### config.mk
export PLATFORM = sky130hd
export DESIGN_NAME = pwm_deadtime_out
export DESIGN_NICKNAME = d
export VERILOG_FILES = /design/src/rtl/pwm_pkg.sv /design/src/rtl/pwm_deadtime_cnt.sv /design/src/rtl/pwm_deadtime_out.sv
export SDC_FILE = /design/constraint.sdc
export NUM_CORES = 1
export LEC_CHECK = 0
export ABC_AREA = 1
export CAP_MARGIN = 5
export CORE_UTILIZATION = 55
export CTS_BUF_LIST = sky130_fd_sc_hd__clkbuf_4 sky130_fd_sc_hd__clkbuf_8
export CTS_CLUSTER_SIZE = 40
export DETAILED_ROUTE_END_ITERATION = 8
export PLACE_DENSITY = 0.88
export REMOVE_ABC_BUFFERS = 1
export SETUP_SLACK_MARGIN = 0.3
export SYNTH_ARGS = -nofsm -noshare
export SYNTH_HDL_FRONTEND = slang
export SYNTH_SLANG_ARGS = --single-unit
### constraint.sdc
create_clock -name clk -period 2.64 [get_ports clk]
set_clock_uncertainty 0.15 [all_clocks]
set_input_delay 0.528 -clock clk [delete_from_list [all_inputs] [get_ports clk]]
set_output_delay 0.528 -clock clk [all_outputs]
set_load 0.05 [all_outputs]
### src/rtl/pwm_pkg.sv
// Shared types for the PWM dead-time output stage.
package pwm_pkg;

  typedef enum logic [2:0] {
    OFF   = 3'd0,
    DT_HL = 3'd1,
    LO_ON = 3'd2,
    DT_LH = 3'd3,
    HI_ON = 3'd4
  } pwm_dt_state_e;

endpackage

### src/rtl/pwm_deadtime_cnt.sv
// Loadable dead-time down-counter; holds at 1 and flags done there or on a zero load.
module pwm_deadtime_cnt #(
  parameter int DT_WIDTH = 8
) (
  input  logic                clk,
  input  logic                rst,
  input  logic                load_i,
  input  logic [DT_WIDTH-1:0] load_val_i,
  output logic                done_o
);

  localparam logic [DT_WIDTH-1:0] ONE = DT_WIDTH'(1);

  logic [DT_WIDTH-1:0] cnt_q, cnt_d;

  always_comb begin
    cnt_d = cnt_q;
    if (load_i)           cnt_d = load_val_i;
    else if (cnt_q > ONE) cnt_d = cnt_q - ONE;
  end

  always_ff @(posedge clk or posedge rst) begin
    if (rst) cnt_q <= '0;
    else     cnt_q <= cnt_d;
  end

  // A zero load means "no dead time": report done in the same cycle.
  assign done_o = load_i ? (load_val_i == '0) : (cnt_q == ONE);

endmodule

### src/rtl/pwm_deadtime_out.sv
// Complementary gate driver with dead-time insertion, shadowed config and latched fault.
module pwm_deadtime_out
  import pwm_pkg::*;
#(
  parameter int                  DT_WIDTH          = 8,
  parameter logic [DT_WIDTH-1:0] DEFAULT_DT_CYCLES = 8'd4,
  parameter logic                RESET_ACT_LOW_H   = 1'b0,
  parameter logic                RESET_ACT_LOW_L   = 1'b0
) (
  input  logic                clk,
  input  logic                rst,
  input  logic                enable,
  input  logic                pwm_raw,
  input  logic                period_end,
  input  logic [DT_WIDTH-1:0] deadtime_cycles_i,
  input  logic                act_low_h_i,
  input  logic                act_low_l_i,
  input  logic                fault_i,
  input  logic                fault_clr_i,
  output logic                pwm_h_o,
  output logic                pwm_l_o,
  output logic                in_deadtime_o,
  output logic                fault_o
);

  pwm_dt_state_e       state_q, state_d;
  logic [DT_WIDTH-1:0] dt_sh_q, dt_sh_d;
  logic                alh_sh_q, alh_sh_d, all_sh_q, all_sh_d;
  logic                fault_q, fault_d;
  logic                h_q, h_d, l_q, l_d, indt_q, indt_d;
  logic                shadow_ld, force_off, tmr_load, tmr_done;

  // Fault set dominates clear; the next-state value is used so outputs drop with the flag.
  assign fault_d   = fault_i ? 1'b1 : (fault_clr_i ? 1'b0 : fault_q);
  assign force_off = fault_d | ~enable;
  assign shadow_ld = (period_end & enable) | (state_q == OFF);

  always_comb begin
    dt_sh_d  = dt_sh_q;
    alh_sh_d = alh_sh_q;
    all_sh_d = all_sh_q;
    if (shadow_ld) begin
      dt_sh_d  = deadtime_cycles_i;
      alh_sh_d = act_low_h_i;
      all_sh_d = act_low_l_i;
    end
  end

  // Timer reloads on every entry into a dead state from a non-dead state.
  assign tmr_load = ~force_off & ((state_q == OFF) |
                                  ((state_q == LO_ON) &  pwm_raw) |
                                  ((state_q == HI_ON) & ~pwm_raw));

  pwm_deadtime_cnt #(.DT_WIDTH(DT_WIDTH)) u_cnt (
    .clk        (clk),
    .rst        (rst),
    .load_i     (tmr_load),
    .load_val_i (dt_sh_q),
    .done_o     (tmr_done)
  );

  always_comb begin
    state_d = state_q;
    if (force_off) state_d = OFF;
    else begin
      unique case (state_q)
        OFF:     state_d = pwm_raw ? (tmr_done ? HI_ON : DT_LH)
                                   : (tmr_done ? LO_ON : DT_HL);
        LO_ON:   if (pwm_raw)       state_d = tmr_done ? HI_ON : DT_LH;
        HI_ON:   if (!pwm_raw)      state_d = tmr_done ? LO_ON : DT_HL;
        DT_LH:   if (!pwm_raw)      state_d = LO_ON;
                 else if (tmr_done) state_d = HI_ON;
        DT_HL:   if (pwm_raw)       state_d = HI_ON;
                 else if (tmr_done) state_d = LO_ON;
        default: state_d = OFF;
      endcase
    end
  end

  assign h_d    = (state_d == HI_ON) ^ alh_sh_d;
  assign l_d    = (state_d == LO_ON) ^ all_sh_d;
  assign indt_d = (state_d == DT_LH) | (state_d == DT_HL);

  always_ff @(posedge clk or posedge rst) begin
    if (rst) begin
      state_q  <= OFF;
      dt_sh_q  <= DEFAULT_DT_CYCLES;
      alh_sh_q <= RESET_ACT_LOW_H;
      all_sh_q <= RESET_ACT_LOW_L;
      fault_q  <= 1'b0;
      h_q      <= RESET_ACT_LOW_H;
      l_q      <= RESET_ACT_LOW_L;
      indt_q   <= 1'b0;
    end else begin
      state_q  <= state_d;
      dt_sh_q  <= dt_sh_d;
      alh_sh_q <= alh_sh_d;
      all_sh_q <= all_sh_d;
      fault_q  <= fault_d;
      h_q      <= h_d;
      l_q      <= l_d;
      indt_q   <= indt_d;
    end
  end

  assign pwm_h_o       = h_q;
  assign pwm_l_o       = l_q;
  assign in_deadtime_o = indt_q;
  assign fault_o       = fault_q;

endmodule

==> results of run 1 <==
[logic make-up after synthesis]
family	synth area share, %
muxes	4.043
DFF	45.01
AOI/OAI and AO/OA	10.06
buffers and inverters	9.344
adders and majority gates	2.696
xor gates and xnor gates	1.887
and+or+nand+nor	26.95
[metal layers]
metal / up-vias / track usage, %
li1: 609 / -
met1: 596 / 33.77
met2: 48 / 44.94
met3: 5 / 2.609
met4: 0 / 13.16
met5: - / 0
[state kept, by name, summed over array words and instances (netlist names)]
signal / count
dt_sh_q: 8
u_cnt.cnt_q: 8
state_q: 3
alh_sh_q: 1
all_sh_q: 1
fault_o: 1
in_deadtime_o: 1
pwm_h_o: 1
pwm_l_o: 1
[layout make-up]
type	count	area share, %
clock buffer	3	1.321
clock inverter	1	0.2935
tap	28	2.054
inverter	32	7.043
sequential	25	36.76
timing repair buffer	26	14.53
multi-input combinational	116	38.00
[cells in the mapped netlist (all sizes together)]
cell type / instances
ha: 3
dfstp: 1
o21ai: 10
xnor2: 2
o21bai: 1
o22ai: 3
dfrtp: 24
o211ai: 2
a311oi: 1
nand4: 3
o221ai: 1
nand3: 8
o31ai: 1
mux2: 5
nor3: 3
nor2: 24
nand2: 44
a21oi: 3
inv: 32
o311ai: 1
xor2: 1
buf: 2
[power by group through the flow]
stage	logic, W	clock network [W]	registers [W]
final	0.000416	0.000172	0.000541
after global routing	0.000460	0.000189	0.000552
after CTS	0.000406	0.000175	0.000539
after detailed placement	0.000402	0	0.000547
after global placement	0.000379	0	0.000540
after floorplan	0.000269	0	0.000554
[worst reg2reg max path, cell delays in order (launching register included)]
cell,delay [ns]
dfrtp_1,0.47
inv_2,0.10
nand2_1,0.07
nand2_2,0.09
nand2_4,0.08
nor2_8,0.16
nand2_2,0.08
nand2_2,0.10
ha_1,0.23
nand2_1,0.07
nand2_1,0.06
inv_2,0.06
nand3_1,0.09
nor2_1,0.15
nand2_1,0.08
nand2_1,0.08
[per-stage QoR]
| stage | setup slack, ns | instance area, sq um | hold WS [ns] |
|---|---|---|---|
| 2_1_floorplan | 0.3816 | 1383 | 0.3219 |
| 3_3_place_gp | 0.1307 | 1655 | 0.3464 |
| 3_5_place_dp | -0.004636 | 1655 | 0.3642 |
| 4_1_cts | 0.3586 | 1683 | 0.3956 |
| 5_1_grt | 0.2891 | 1705 | 0.4148 |
| 6_report | 0.3867 | 1705 | 0.3952 |
[what timing repair did]
action                                  in CTS  in global routing
resized for setup                            0                  6
buffers inserted                             0                  1
hold endpoints to repair                     0                  0
endpoints found under the setup margin       0                  2
[final timing paths]
path	startpoint	endpoint	slack, ns
worst max-delay path	fault_clr_i	pwm_h_o$_DFF_PP0_	0.39
worst min-delay path	rst	alh_sh_q$_DFF_PP0_	0.40
worst max register to register	state_q[2]$_DFF_PP0_	pwm_h_o$_DFF_PP0_	0.48
worst min register to register	u_cnt.cnt_q[0]$_DFFE_PP0P_	u_cnt.cnt_q[0]$_DFFE_PP0P_	0.40
max in group asynchronous	rst	dt_sh_q[2]$_DFFE_PP1N_	1.64
min in group clk	u_cnt.cnt_q[0]$_DFFE_PP0P_	u_cnt.cnt_q[0]$_DFFE_PP0P_	0.40
==> metrics.cfg, run 1 <==
[status]
status = finished, final reports clean

[cts]
cts.sinks = 25
h-tree-depth = 1
clock_latency_ns = 0.32
path_clk_slew_ns = 0.14
cts_hold_buf = 0
clock_path_buffers = 2
cts_buffers = 3
cts_tree = done
cts_root_buf = clkbuf_4

[placement]
routabilityCongestion = 0.9149
dp.cells = 226
hpwl_um = 2333
io_buffers = 20

[drt]
wire_per_inst_um = 13.45
first_iter_violations = 63
firstDrtPassIters = 4
num_vias = 1258
postRouteWirelength_um = 3106
via_per_inst = 5.446
drc = 0
final_antenna_net_count = 0
topRoutingLayerUsed = met4
dr_wl_met3_um = 163
route.layer.met1.wl_um = 1312
wl_met2_um = 1595

[floorplanning]
fp.dieW_um = 52.32
core-area_sq_mm = 0.002297
num_io_pins = 21
die_h_um = 52.32
start_util_pct = 60.62
core.rowCount = 17
dieArea_sq_mm = 0.002737

[final_layout]
final_cell_mix = 35 x nand2_1, 27 x inv_1, 24 x dfrtp_1
nets = 224
syn2layout_area_growth_pct = 22.46
fin_util_pct = 74.24
antenna_cells = 0
multi_input_area_sq_um = 648.1
final_common_cell = nand2_1
layout-drive-gt1-share_pct = 16.26
stdcell_count = 231
fill_cells = 174
seqCellArea_sq_um = 626.9

[synthesis]
syn-instance-count = 175
yosysSeqAreaShare_pct = 45.01
synth_top_cell_area_share_pct = 43.13
ys_types = 28
yosysTopAreaCell = dfrtp_1
synth_area_sq_mm = 0.001393
synth_area_leaders = dfrtp_1 43%, nand2_1 9.7%, inv_1 7.8%
ys_ff_latch = 25
avgSynthCellArea_sq_um = 7.958
ys_warn_count = 0

[worst_setup_path]
required_ns = 2.76
crit_arrival_ns = 2.38
endpoint_kind = register
path_cells = clkdlybuf4s50_1, inv_1, nand2_2, nand3_4, nor2_8, nand2_2, nand2_2, ha_1, nand2_1, nand2_1, inv_2, nand3_1, nor2_1, nand2_1, nand2_1
cp_num_cells = 15
path_buf_inv = 3
cp-start-kind = input port
rr_worst_depth = 15
cp_common_cell = nand2_1
crit_fanout = 6
slowest_delay_ns = 0.47
cp_slowest_cell = clkdlybuf4s50_1
crit_type = input port to register
crit_family = simple AND/OR/NAND/NOR gates

[global_routing]
grt_pass1_wl_um = 5409
grt_pass1_vias = 1301
grt_usage_pct = 26.63
grt_max_degree = 26
gr-total-overflow = 0
antenna_found_initial = 0

[power_and_ir_drop]
cellLeakagePower_nw = 0.8674
vdd_ir_drop_max_mv = 0.5363
p_per_area_mw_per_mm2 = 662.3
clock_power_share_pct = 15.2
combPwrFrac_pct = 36.9
power.switching_w = 0.0004279
p_sw_share_pct = 37.89
intPower_w = 0.0007015
power_w = 0.001129
seqPwrFrac_pct = 47.9

[sta]
timing.fmax_mhz = 443.8
period_share_pct = 85.35
rsz0062_at_grt = no
final_hold_viol_count = 0
final.setup.tns_ns = 0
worst_slew_pin_slew_ns = 0.4975
slew_viol_final = 0
period_needed_ns = 2.253
relSlewSlack_pct = 66.73
setup_violations = 0

[hold_path]
min_path_type = input port to asynchronous set/reset pin

[job]
maxCapViolations = 0

Power figures use the tool's default switching activity.
==> run 2, diff against run 1 <==
==> constraint.sdc (replaced) <==
create_clock -name clk -period 2.2 [get_ports clk]
set_clock_uncertainty 0.15 [all_clocks]
set_input_delay 0.44 -clock clk [delete_from_list [all_inputs] [get_ports clk]]
set_output_delay 0.44 -clock clk [all_outputs]
set_load 0.05 [all_outputs]
==> run 2 against run 1 <==
Combinational power increased by 51%. Worst setup slack got worse by 0.21 ns. Global-route usage increased by 2.5 points. Critical path type is now register to register. Critical endpoint unchanged.
==> metrics.cfg, run 2 (synthesized netlist as in run 1, its figures left out) <==
[cts]
path_clk_slew_ns = 0.14
clock_latency_ns = 0.33
cts.sinks = 25
cts_tree = done
h-tree-depth = 1
clock_path_buffers = 2
cts_root_buf = clkbuf_4
cts_buffers = 3

[floorplanning]
dieArea_sq_mm = 0.002737
core-area_sq_mm = 0.002297
start_util_pct = 60.62
num_io_pins = 21
core.rowCount = 17
fp.dieW_um = 52.32
die_h_um = 52.32

[sta]
relSlewSlack_pct = 66.32
rsz0062_at_grt = yes
setup_violations = 0
final_hold_viol_count = 0
period_share_pct = 92.07
slew_viol_final = 0
period_needed_ns = 2.026
timing.fmax_mhz = 493.7
worst_slew_pin_slew_ns = 0.5072
fin_ws_ns = 0.1744

[final_layout]
fin_util_pct = 83.88
largestRegisters = dt_sh_q (8), u_cnt.cnt_q (8), state_q (3)
multi_input_area_sq_um = 733.2
seqCellArea_sq_um = 628.1
final_common_cell = nand2_1
fill_cells = 129
layout-drive-gt1-share_pct = 32.13
antenna_cells = 0
syn2layout_area_growth_pct = 38.36
nets = 242
final_cell_mix = 28 x nand2_1, 23 x inv_1, 23 x dfrtp_1, 23 x buf_4, 19 x nor2_1

[drt]
wire_per_inst_um = 15.51
postRouteWirelength_um = 3862
drc = 0
firstDrtPassIters = 5
num_vias = 1414
first_iter_violations = 115
via_per_inst = 5.679
final_antenna_net_count = 0

[worst_setup_path]
cp-startpoint = u_cnt.cnt_q[6]$_DFFE_PP0P_
required_ns = 2.29
crit_fanout = 4
crit_family = simple AND/OR/NAND/NOR gates
path_cells = nor2_1, nand4_1, inv_1, nand2_2, nand2_4, ha_4, nand2_2, nand2_2, inv_2, nand3_2, o21bai_1, nand2_1
slowest_delay_ns = 0.45
endpoint_kind = register
crit_type = register to register
cp-start-kind = register
cp_slowest_cell = dfrtp_1
cp_common_cell = nand2_2
worstReg2RegStart = u_cnt.cnt_q[6]$_DFFE_PP0P_
crit_arrival_ns = 2.12
path_buf_inv = 2

[placement]
routabilityCongestion = 0.9131
pre_cts_slack_ns = -0.2916
hpwl_um = 2297
io_buffers = 20

[power_and_ir_drop]
cellLeakagePower_nw = 0.9666
vdd_ir_drop_max_mv = 0.7912
p_per_area_mw_per_mm2 = 784.7

[job]
maxCapViolations = 0

[global_routing]
gr-total-overflow = 0
antenna_found_initial = 0
grt_pass1_vias = 1305
grt_usage_pct = 29.12
grt_max_degree = 26
grt_pass1_wl_um = 5727

[status]
status = finished, final reports clean

[hold_path]
min_path_type = input port to asynchronous set/reset pin

-- run 2: per-stage QoR --
stage	hold slack, ns	power [W]	setup TNS (ns)	std cells	instance area, sq um
after global placement	0.3452	0.001114	-0.6022	230	1698
after detailed placement	0.3653	0.001149	-0.9280	230	1698
after CTS	0.2957	0.001403	0	245	1842
after global routing	0.3217	0.001592	0	249	1927
final	0.2809	0.001512	0	249	1927
after floorplan	0.3166	0.0009871	-0.08056	173	1383
-- run 2: worst paths after layout --
check	endpoint	slack [ns]	cells after the start
worst min register to register	u_cnt.cnt_q[2]$_DFFE_PP0P_	0.40	2
min in group clk	fault_o$_DFF_PP0_	0.35	4
worst max register to register	pwm_h_o$_DFF_PP0_	0.17	12
max in group asynchronous	dt_sh_q[2]$_DFFE_PP1N_	1.31	3
worst max-delay path	pwm_h_o$_DFF_PP0_	0.17	12
worst min-delay path	all_sh_q$_DFF_PP0_	0.28	3
-- run 2: final cells by class --
cell class,instances,share of cell area (%)
multi-input combinational,116,38.05
sequential,25,32.60
timing repair buffer,44,19.87
inverter,32,6.234
tap,28,1.818
clock buffer,3,1.169
clock inverter,1,0.2597
-- run 2: routing by layer --
layer,wire [um],GRT usage [%],part of all wire [%],up-vias
met5,0,0,0,-
met4,137,13.60,3.5,0
met3,243,4.638,6.3,16
met2,1918,48.10,50,83
met1,1563,37.03,40,668
li1,-,-,-,647
-- run 2: worst reg2reg max path, cell delays in order, from the launching register on --
cell      delay (ns)
dfrtp_1         0.45
nor2_1          0.21
nand4_1         0.18
inv_1           0.13
nand2_2         0.08
nand2_4         0.08
ha_4            0.19
nand2_2         0.06
nand2_2         0.06
inv_2           0.08
nand3_2         0.08
o21bai_1        0.13
nand2_1         0.06
-- run 2: timing repair --
item                                    4_1_cts  5_1_grt
buffers inserted                             11        4
pin swaps                                    13       15
hold buffers                                  0        0
endpoints found under the setup margin        9       13
resized for setup                            23       16
-- run 2: power breakdown --
part           switching [W]  internal, W  total (W)
clock network       0.000145    0.0000685   0.000214
logic               0.000354     0.000273   0.000627
registers           0.000104     0.000567   0.000671
total               0.000604     0.000908    0.00151
